## config.mk

```make
export PLATFORM = sky130hd
export DESIGN_NAME = serial_subtractor_4bit
export DESIGN_NICKNAME = d
export VERILOG_FILES = /design/src/rtl/serial_subtractor_4bit.sv
export SDC_FILE = /design/constraint.sdc
export NUM_CORES = 1
export LEC_CHECK = 0
export CAP_MARGIN = 20
export CORE_AREA = 3 3 53 60
export CTS_CLUSTER_SIZE = 40
export DETAILED_ROUTE_END_ITERATION = 10
export DIE_AREA = 0 0 56 63
export DONT_BUFFER_PORTS = 1
export GPL_TIMING_DRIVEN = 0
export SETUP_SLACK_MARGIN = 0.3
export SYNTH_ARGS = -nofsm -noshare
export SYNTH_HDL_FRONTEND = slang
export SYNTH_SLANG_ARGS = --single-unit
```

## constraint.sdc

```tcl
create_clock -name clk -period 1.82 [get_ports clk]
set_clock_uncertainty 0.2 [all_clocks]
set_input_delay 0.364 -clock clk [delete_from_list [all_inputs] [get_ports clk]]
set_output_delay 0.364 -clock clk [all_outputs]
set_load 0.01 [all_outputs]
```

## src/rtl/serial_subtractor_4bit.sv

```systemverilog
// serial_subtractor_4bit
//
// Bit-serial unsigned subtractor: computes Diff = (A - B - Bin) mod 2^WIDTH
// and Bout = (A < B + Bin), one bit per clock, LSB first.
// Each operation takes WIDTH SHIFT cycles followed by a single DONE cycle.
//
// Ports
//   clk   in   1      rising-edge clock
//   rst   in   1      asynchronous active-high reset
//   start in   1      begin a subtraction (honoured only in IDLE)
//   A     in   WIDTH  minuend, captured on an accepted start
//   B     in   WIDTH  subtrahend, captured on an accepted start
//   Bin   in   1      borrow-in, captured on an accepted start
//   busy  out  1      high while bits are being processed
//   done  out  1      one-cycle pulse when Diff/Bout are updated
//   Diff  out  WIDTH  registered difference
//   Bout  out  1      registered borrow-out
module serial_subtractor_4bit #(
  parameter int WIDTH = 4
) (
  input  logic             clk,
  input  logic             rst,
  input  logic             start,
  input  logic [WIDTH-1:0] A,
  input  logic [WIDTH-1:0] B,
  input  logic             Bin,
  output logic             busy,
  output logic             done,
  output logic [WIDTH-1:0] Diff,
  output logic             Bout
);

  localparam int CNT_W = $clog2(WIDTH) + 1;
  localparam logic [CNT_W-1:0] LAST_BIT = CNT_W'(WIDTH - 1);

  typedef enum logic [1:0] {
    IDLE  = 2'd0,
    SHIFT = 2'd1,
    DONE  = 2'd2
  } state_t;

  state_t           state_q;
  logic [WIDTH-1:0] a_q;
  logic [WIDTH-1:0] b_q;
  logic [WIDTH-1:0] res_q;
  logic             br_q;
  logic [CNT_W-1:0] cnt_q;

  logic             d_d;
  logic             br_d;
  logic [WIDTH-1:0] res_d;

  function automatic logic diff_bit(input logic a, input logic b, input logic br);
    return a ^ b ^ br;
  endfunction

  function automatic logic borrow_bit(input logic a, input logic b, input logic br);
    return (~a & b) | (~(a ^ b) & br);
  endfunction

  // Full-subtractor stage on the current LSBs; the new difference bit
  // enters at the MSB so that after WIDTH shifts bit 0 sits at res[0].
  always_comb begin
    d_d   = diff_bit(a_q[0], b_q[0], br_q);
    br_d  = borrow_bit(a_q[0], b_q[0], br_q);
    res_d = {d_d, res_q[WIDTH-1:1]};
  end

  always_ff @(posedge clk or posedge rst) begin
    if (rst) begin
      state_q <= IDLE;
      a_q     <= '0;
      b_q     <= '0;
      res_q   <= '0;
      br_q    <= 1'b0;
      cnt_q   <= '0;
      busy    <= 1'b0;
      done    <= 1'b0;
      Diff    <= '0;
      Bout    <= 1'b0;
    end else begin
      case (state_q)
        IDLE: begin
          done <= 1'b0;
          if (start) begin
            a_q     <= A;
            b_q     <= B;
            br_q    <= Bin;
            res_q   <= '0;
            cnt_q   <= '0;
            busy    <= 1'b1;
            state_q <= SHIFT;
          end
        end

        SHIFT: begin
          a_q   <= a_q >> 1;
          b_q   <= b_q >> 1;
          br_q  <= br_d;
          res_q <= res_d;
          cnt_q <= cnt_q + 1'b1;
          // Outputs are loaded only here, so partial results never escape.
          if (cnt_q == LAST_BIT) begin
            Diff    <= res_d;
            Bout    <= br_d;
            busy    <= 1'b0;
            done    <= 1'b1;
            state_q <= DONE;
          end
        end

        DONE: begin
          done    <= 1'b0;
          state_q <= IDLE;
        end

        default: begin
          busy    <= 1'b0;
          done    <= 1'b0;
          state_q <= IDLE;
        end
      endcase
    end
  end

endmodule

```

; Word-level counts from Yosys, hierarchy flattened
; Cells that the tools add are included.
[totals]
register_bits = 25
[classes]
bitwise_logic = 8
n_eq_ne = 5
n_mux = 18
n_addsub = 1
n_reduce_logical = 6
[ops]
columns = cell, n
row1 = one-hot mux 4 bit (2 select lines), 3
row2 = two-way mux 4 bit, 3
row3 = one-hot mux 3 bit (2 select lines), 1
row4 = AND reduction 2 bit, 3
row5 = two-way mux 1 bit, 5
row6 = two-way mux 2 bit, 2
row7 = inequality test 2 bit (second input constant), 2
row8 = one-hot mux 2 bit (2 select lines), 1
row9 = adder 3 x 1 -> 3 bit (second input constant), 1
row10 = equality test 3 x 2 -> 1 bit (second input constant), 1
row11 = two-way mux 3 bit, 1
row12 = NOT 1 bit, 3
row13 = one-hot mux 1 bit (3 select lines), 1
row14 = AND reduction 3 bit, 1
row15 = bitwise AND 1 bit, 2
row16 = equality test 2 x 1 -> 1 bit (second input constant), 1
row17 = equality test 2 bit (second input constant), 1
row18 = zero test 2 bit, 1
row19 = one-hot mux 1 bit (2 select lines), 1
row20 = nonzero test 2 bit, 1
row21 = XOR 1 bit, 2
row22 = bitwise OR 1 bit, 1

; Depth between registers and ports, before layout
; Gate-level depths: netlist of run 1.
[logic_depth]
depth_word = 5
ltp_mapped = 4
mapped_depth_nobuf = 4

; Least setup slack after synthesis of run 1
; No wires, ideal clock.
[synth_path]
kind = register -> register
from = reg cnt_q[0]
to = reg Diff[0]
path_slack_ns = 0.271
period_less_slack_ns = 1.549
t_required_ns = 1.492
stages_incl_launch_ff = 5
t_arrival_ns = 1.222
path_cell_list = dfrtp_1 > ha_1 > ha_1 > nand3b_4 > mux2_1
[synth_via]
elab_chain_len = 2
[synth_rtl]
columns = element, line_no
row1 = "start, declared", 47  ; logic [CNT_W-1:0] cnt_q;
row2 = "start signal, assigned", 101  ; cnt_q <= cnt_q + 1'b1;
row3 = equality test 3 x 2 -> 1 bit, 103  ; if (cnt_q == LAST_BIT) begin
row4 = AND reduction 2 bit (no source line), -
row5 = "end signal, assigned", 104  ; Diff <= res_d;
row6 = "end, declared", 29  ; output logic [WIDTH-1:0] Diff,
; No other way between the ends.
; A chain may end at the register's enable or synchronous reset.

; Worst setup path in the final report of run 1
[layout_path]
from = reg cnt_q[1]
to = reg Diff[1]
; The elaborated chain is that of the path after synthesis.

==> impl_metrics.yaml, run 1 <==
status:
  outcome: "finished, final reports clean"
sta:
  worst_pin_slew_ps: 537.0
  holdWs_ps: 59.70
  max_slew_margin: 0.6413
  tns_ps: 0
  rsz0062_at_grt: "yes"
  fin_crit_sh: 0.8330
  maxClockFrequency_mhz: 659.6
  finalHoldViolations: 0
  final_max_slew_viol_count: 0
  setup_violations: 0
  period_minus_slack_ps: 1516
route:
  drt_iter0_markers: 14
  drc: 0
  via_per_inst: 5.281
  wl_per_cell_um: 15.97
  drtPass1Iterations: 4
  drt-total-wl_mm: 2.156
  num_vias: 713
  antenna_left: 0
clock_network:
  htree_levels: 1
  cts_tree: "built"
  cts.sinks: 24
  clock_latency_ps: 300
  clkTransAtPathRegs_ps: 130
  cts_buffers: 3
  clockBufferDepth: 2
  cts-root-buf: "clkbuf_4"
synthesis:
  avgSynthCellArea_um2: 12.84
  synth_fp_nets: 107
  synth_area_mm2: 0.001181
  synth_async_sr_flop_share: 1.000
  synth_ff_type: "dfrtp_1"
  synth_seq_area_share: 0.5085
  ys_types: 29
  synth-warning-count: 0
  synth-seq-cells: 24
  synth_cells: 92
  synth_edf_count: 0
power:
  p_leak_uw: 0.0006098
  switching_share: 0.3579
  p_comb_frac: 0.480
  power_frac_clock: 0.117
  p_seq_frac: 0.403
  power-per-cell-area_mw_per_mm2: 1778
  p_sw_uw: 847.9
  power.total_uw: 2369
  p_int_uw: 1521
  ir_drop_mv: 0.7341
placement:
  dp.cells: 125
  hpwl_mm: 1.429
  place_congestion: 0.7227
  post_dp_cell_area_mm2: 0.001225
  io_buffers: 0
floorplanning:
  fp.dieH_um: 63
  row_count: 20
  ios: 19
  core_area_mm2: 0.002703
  dieWidth_um: 56
  start_util: 0.4370
  dieArea_mm2: 0.003528
finish:
  fin_area_mm2: 0.001333
  syn_to_final_growth_pct: 12.82
  n_antenna_cell: 0
  final_cells: 135
  fin_nets: 118
  post_route_cells_drive_above_1_share: 0.3039
worst_setup_path:
  worst_ep_required_time_ps: 1820
  startpoint_type: "flop"
  crit_fanout: 5
  crit_path_end_kind: "flop"
  worstSetupPathType: "flop to flop"
  critPathArrivalTime_ps: 1520
grt:
  grt_overflow: 0
  grt_max_degree: 25
  antenna_found_initial: 0
  grt_pass1_wl_mm: 3.788
  grt_pass1_vias: 775
  gr-usage-all-layers: 0.1387
flow_run:
  cap_violations: 0
min_path:
  hold_path_class: "primary input to flop"
per-layer routing:
metal  routed length (um)  GRT usage
met1                 1009     0.1901
met2                 1059     0.2105
met4                   20    0.06231
met3                   66    0.02686
met5                    0          0
cell families after synthesis:
group / after synthesis / synth area share
and+or+nand+nor: 19 / 0.1324
AOI/OAI and AO/OA: 19 / 0.1653
buffers and inverters: 21 / 0.09957
muxes: 6 / 0.05614
adders and majority gates: 3 / 0.03813
DFF: 24 / 0.5085
cell usage after synthesis, types with 2 or more instances:
master	n	area, um2
nor4b_1	6	52.55
mux2_1	4	45.04
a221oi_1	2	17.52
buf_4	2	15.01
nor2_1	3	11.26
buf_6	4	45.04
o221ai_1	2	17.52
nand3b_1	2	15.01
dfrtp_1	24	600.6
nor3b_1	2	15.01
a221oi_2	4	60.06
inv_1	14	52.55
a22o_1	5	43.79
nand2_1	2	7.510
ha_1	2	25.02
power by group through the flow:
stage | combinational, uW | sequential [uW] | clock, uW
floorplan | 868 | 938 | 0
global placement | 1000 | 969 | 0
detailed placement | 1030 | 978 | 0
CTS | 1100 | 964 | 288
global route | 1280 | 988 | 321
finish | 1140 | 955 | 277
final timing paths:
path	depth (start not counted)	to	from	slack (ps)
worst min register to register	2	b_q[3]	b_q[3]	310
max in group asynchronous	2	res_q[3]	rst	750
worst max-delay path	4	Diff[1]	cnt_q[1]	300
worst min-delay path	2	a_q[3]	A[3]	60
worst max register to register	4	Diff[1]	cnt_q[1]	300
min in group asynchronous	2	done	rst	360
flip-flops by register name, indices dropped and copies added, names as in the netlist:
name,count
state_q,2
done,1
br_q,1
b_q,4
res_q,3
a_q,4
busy,1
cnt_q,3
Bout,1
Diff,4
cell usage in the layout (no fill, tap or decap), types with 3 or more instances in the layout:
cell,synthesis,final
a221oi_2,4,4
a22o_1,5,5
buf_4,2,7
buf_6,4,4
clkbuf_4,0,3
dfrtp_1,24,24
inv_1,14,13
nor2_1,3,3
nor4b_1,6,6
repair_timing:
item | CTS | global route
pin swaps | 2 | 0
endpoints found under the hold margin | 24 | 0
resized for setup | 2 | 3
setup endpoints to repair | 4 | 31
hold buffers | 1 | 0
buffers inserted | 3 | 2
worst max-delay path, stage by stage (launching register included):
cell and delay [ps]:
dfrtp_1 400, ha_2 200, ha_4 170, nand3b_4 110
mux2_1 320
metrics by stage:
step | setup slack, ps | utilization
after global placement | 252.5 | 0.4532
after global routing | 269.6 | 0.4931
after detailed placement | 236.9 | 0.4532
after floorplan | 317.9 | -
final | 303.9 | 0.4931
after CTS | 296.9 | 0.4833
layout make-up:
| type | count | area [um2] |
|---|---|---|
| fill | 258 | 1370 |
| sequential | 24 | 600.6 |
| multi-input combinational | 47 | 485.5 |
| buffer | 7 | 65.06 |
| inverter | 14 | 56.30 |
| timing repair buffer | 6 | 47.55 |
| tap | 33 | 41.29 |
| clock buffer | 4 | 36.28 |
No activity file was read; power rests on OpenSTA's default activity.
==> inputs of run 2 (changes only) <==
==> constraint.sdc (replaced) <==
create_clock -name clk -period 1.2 [get_ports clk]
set_clock_uncertainty 0.2 [all_clocks]
set_input_delay 0.24 -clock clk [delete_from_list [all_inputs] [get_ports clk]]
set_output_delay 0.24 -clock clk [all_outputs]
set_load 0.01 [all_outputs]
==> run 2 against run 1 <==
Against the previous run: the flow now finishes with violations (negative hold slack, negative setup slack); first-iteration DRC count down 43%; sequential power up 57%; fmax down 0.44%; combinational power up 130%; clock power up 32%; non-clock buffer count up 15; hold slack worse by 450 ps; cell count up 10%; sequential share of layout area down 8.0 points; final area up 22%; highest routed layer unchanged.
==> impl_metrics.yaml, run 2 (synthesized netlist as in run 1, its figures left out) <==
status:
  outcome: "finished with violations"
  violations: "negative hold slack, negative setup slack"
worst_setup_path:
  crit_path_end_kind: "flop"
  startpoint_type: "flop"
  startpoint: "cnt_q[1]"
  rr_worst_depth: 4
  worstSetupPathType: "flop to flop"
  regToRegSetupSlack_ps: -320
  r2r_start: "cnt_q[1]"
  critPathArrivalTime_ps: 1550
  r2r-end: "Diff[2]"
  cp-endpoint: "Diff[2]"
  worst_ep_required_time_ps: 1220
  crit_fanout: 6
finish:
  n_antenna_cell: 0
  syn_to_final_growth_pct: 37.39
  fin_util: 0.6005
  final_cell_mix: "dfrtp_1, buf_4, inv_1, buf_6"
  post_route_cells_drive_above_1_share: 0.5690
  final_common_cell: "dfrtp_1"
  fin_nets: 133
  largest_registers: "Diff: 4 flops, a_q: 4 flops, b_q: 4 flops"
  n_fill_cell: 212
clock_network:
  clockBufferDepth: 2
  cts-root-buf: "clkbuf_4"
  htree_levels: 1
  clkTransAtPathRegs_ps: 130
  cts_tree: "built"
  cts.sinks: 24
  cts_buffers: 3
  clock_latency_ps: 320
grt:
  grt_max_degree: 25
  antenna_found_initial: 0
  grt_pass1_vias: 818
  gr-usage-all-layers: 0.1597
  grt_overflow: 0
  grt_pass1_wl_mm: 4.298
min_path:
  hold_path_class: "primary input to async pin"
flow_run:
  cap_violations: 0
floorplanning:
  dieWidth_um: 56
  row_count: 20
  fp.dieH_um: 63
  core_area_mm2: 0.002703
  dieArea_mm2: 0.003528
  start_util: 0.4370
  ios: 19
route:
  drc: 0
  drt-total-wl_mm: 2.752
  drtPass1Iterations: 4
  antenna_left: 0
  num_vias: 810
  via_per_inst: 5.436
  wl_per_cell_um: 18.47
  drt_iter0_markers: 8
sta:
  finalHoldViolations: 33
  worst_slack_ps: -322.9
  period_minus_slack_ps: 1523
  setup_violations: 27
  worst_pin_slew_ps: 545.2
  final_max_slew_viol_count: 0
  holdWs_ps: -387.6
  fin_crit_sh: 1.269
  maxClockFrequency_mhz: 656.6
  rsz0062_at_grt: "yes"
  max_slew_margin: 0.6358
power:
  power-per-cell-area_mw_per_mm2: 2765
  power.total_uw: 4487
  ir_drop_mv: 1.378
  p_leak_uw: 0.0007443
placement:
  hpwl_mm: 1.578
  place_congestion: 0.7095
  io_buffers: 0
==> run 2: what timing repair did <==
action                                  in CTS  in global routing
endpoints found under the hold margin       33                 33
cloned                                       3                  2
gates resized for setup                     16                 10
buffers inserted                            11                  5
pin swaps                                    7                  7
endpoints found under the setup margin      31                 31
==> run 2: cell type report <==
class	count	area, um2	area share
multi-input combinational	47	596.8	0.3678
sequential	24	601.8	0.3709
clock buffer	3	22.52	0.01388
tap	33	41.29	0.02544
inverter	14	56.30	0.03470
buffer	7	80.08	0.04934
timing repair buffer	21	224.0	0.1380
==> run 2: how the worst min path moves through the flow <==
stage          start  endpoint  slack, ps  cells past startpoint
2_1_floorplan    rst      Bout        -80                      1
3_3_place_gp     rst  res_q[1]        -20                      1
3_5_place_dp     rst  cnt_q[1]        -10                      1
4_1_cts          rst  res_q[2]       -360                      1
5_1_grt          rst  res_q[2]       -360                      1
6_report         rst  cnt_q[1]       -390                      1
==> run 2: routing by layer <==
metal  GRT usage  part of all wire  wire length, um  vias to the layer above
met4     0.07418             0.015               42                        0
met5           0                 0                0                        -
met2      0.2588              0.54             1481                       13
met3     0.03306             0.030               82                        4
li1            -                 -                -                      379
met1      0.2021              0.42             1144                      414
==> run 2: stage by stage <==
stage	std cells	TNS (ps)	hold WS, ps	setup WS (ps)	instance area [um2]
floorplan	92	-2998	-82.08	-257.1	1251
global placement	125	-4415	-21.58	-314.9	1292
detailed placement	125	-4783	-13.91	-332.3	1292
CTS	142	-5066	-360.3	-321.4	1499
global route	149	-6779	-363.5	-358.1	1623
finish	149	-5505	-387.6	-322.9	1623
==> run 2: worst max-delay path, stage by stage (launching register included) <==
cell and delay [ps]:
dfrtp_1 410, ha_2 200, ha_4 170, nand3b_4 130, mux2_4 310
==> run 2: report_power, final <==
part / internal (uW) / leakage, uW / switching [uW]
Sequential: 1190 / 0.000295 / 310
Combinational: 1540 / 0.000436 / 1080
Clock: 118 / 0.0000138 / 249
==> patch (flow settings as in run 1) <==
`WIDTH`: 4 -> 2.
--- a/src/rtl/serial_subtractor_4bit.sv
+++ b/src/rtl/serial_subtractor_4bit.sv
@@ -16,7 +16,7 @@
 //   Diff  out  WIDTH  registered difference
 //   Bout  out  1      registered borrow-out
 module serial_subtractor_4bit #(
-  parameter int WIDTH = 4
+  parameter int WIDTH = 2
 ) (
   input  logic             clk,
   input  logic             rst,
Ports: changed (resized A, B and Diff); port bits go from 19 to 13. No check against the original RTL was run, so the function may have changed too.
==> patch against run 1 <==
- worst hold slack got worse by 0.049 ns
- power down 40%
- synthesized area shrank 41%
- routed wire length down 40%
- sequential cell count decreased by 9
- final area decreased by 42%
- final cell count shrank 26%
- maximum frequency grew 4.1%
- setup slack improved by 0.060 ns
==> patch: results (changes against run 1) <==
metric,value,unit,change
vias_per_cell,4.640,,was 5.281
ys_top_cells_by_count,"dfrtp_1 (15), o21ai_0 (8), nand2_1 (7), inv_1 (6), nor2_1 (5)",,"was dfrtp_1 (24), inv_1 (14), nor4b_1 (6), a22o_1 (5)"
path_clk_slew,0.10,ns,was 0.13 ns
use_met3,4.752,%,was 2.686%
r2r-end,Diff[0],,was Diff[1]
run_status,"complete, no violations",,unchanged
slowest_stage,dfrtp_1,,unchanged
power.leakage,0.3590,nW,was 0.6098 nW
grt_pass1_vias,481,,was 775
hold_start,A[1],,was A[3]
grt_max_degree,16,,was 25
use_met1,10.56,%,was 19.01%
rrSetupSlack,0.36,ns,was 0.30 ns
min_to,a_q[1],,was a_q[3]
syn_nets,72,,was 107
grt_pass1_wl,2194,µm,was 3788 µm
cp_max_fo,6,,was 5
clock_path_buffers,2,,unchanged
grt_usage,8.029,%,was 13.87%
synth.distinct_cells,22,,was 29
hpwl,986.7,µm,was 1429 µm
wl,1299,µm,was 2156 µm
tightest_slew,0.5679,ns,was 0.5370 ns
finalWeightedCongestion,0.6900,,was 0.7227
yosysSeqAreaShare,53.57,%,was 50.85%
drive_gt1_share,19.40,%,was 30.39%
post-cts-setup-buffers,0,,was 3
post_cts_resized,0,,was 2
critPathMaxStageDelay,0.38,ns,was 0.40 ns
netlist_top_cells_area,"dfrtp_1 (54%), o21ai_0 (5.7%), nand2_1 (3.8%)",,"was dfrtp_1 (51%), a221oi_2 (5.1%), inv_1 (4.4%)"
drtIter0Drc,6,,was 14
peakVddDrop,0.5818,mV,was 0.7341 mV
nets,78,,was 118
synth_flop_cell,dfrtp_1,,unchanged
use_met2,11.26,%,was 21.05%
patch: cell types whose count changed in the layout (fill, tap and decap cells not counted), sizes merged, moves of 2 or more:
cell,before,now
buf,12,2
dfrtp,24,15
inv,13,6
nor4b,7,0
o21ai,1,8
a221oi,6,0
a22o,5,0
nand2,2,7
mux2,5,1
nor2,3,7
nor3b,2,0
o221a,0,2
o221ai,2,0
patch: cells by family (layout without fill, tap and decap cells):
family / Yosys count / after routing / share of synthesized area [%]
adder cells (fa/ha/maj): 2 / 2 / 4.643
AO/OA/AOI/OAI: 16 / 16 / 14.64
AND/OR/NAND/NOR: 20 / 20 / 18.57
multiplexers: 1 / 1 / 2.142
flip-flops: 15 / 15 / 53.57
buffers and inverters: 8 / 13 / 6.428
patch: final cells by class:
type | instances | area, µm²
Buffer | 2 | 22.52
Timing Repair Buffer | 1 | 10.01
Inverter | 6 | 22.52
Sequential cell | 15 | 375.4
Multi-Input combinational cell | 39 | 280.3
Fill cell | 298 | 1924
Tap cell | 33 | 41.29
Clock buffer | 4 | 26.28
patch: routing by layer:
layer,vias to the layer above,part of all wire [%]
met2,16,42
met1,226,50
met3,2,8.0
met5,-,0
li1,220,-
met4,0,0.69
patch: power by group:
part           internal (W)  leakage, nW  switching [W]
Clock             0.0000852       0.0150       0.000111
Combinational      0.000294        0.157       0.000327
Sequential         0.000491        0.187       0.000120
patch: worst max path at each step:
| stage | from | endpoint | cells past startpoint |
|---|---|---|---|
| CTS | cnt_q[1] | Diff[0] | 4 |
| floorplan | cnt_q[1] | Diff[0] | 4 |
| finish | cnt_q[1] | Diff[0] | 4 |
| global placement | cnt_q[1] | Diff[0] | 4 |
| detailed placement | cnt_q[1] | Diff[0] | 4 |
| global route | cnt_q[1] | Diff[0] | 4 |
patch: metrics by stage:
| step | total power (W) | hold WS, ns | cell area (µm²) | cells | setup slack (ns) |
|---|---|---|---|---|---|
| 2_1_floorplan | 0.001110 | 0.06548 | 700.7 | 62 | 0.4625 |
| 3_3_place_gp | 0.001211 | 0.1324 | 742.0 | 95 | 0.3888 |
| 3_5_place_dp | 0.001250 | 0.1451 | 742.0 | 95 | 0.3634 |
| 4_1_cts | 0.001448 | 0.004285 | 778.2 | 100 | 0.3512 |
| 5_1_grt | 0.001555 | 0.02618 | 778.2 | 100 | 0.3011 |
| 6_report | 0.001427 | 0.01062 | 778.2 | 100 | 0.3642 |
patch: repair_timing:
action / 4_1_cts / 5_1_grt
hold endpoints to repair: 15 / 0
setup endpoints to repair: 0 / 0
hold buffers: 1 / 0
patch: worst register-to-register path: stages, from the launching register on:
cell and delay (ns):
dfrtp_1 0.38, inv_1 0.07, ha_1 0.26, nand3b_4 0.13
mux2_4 0.31
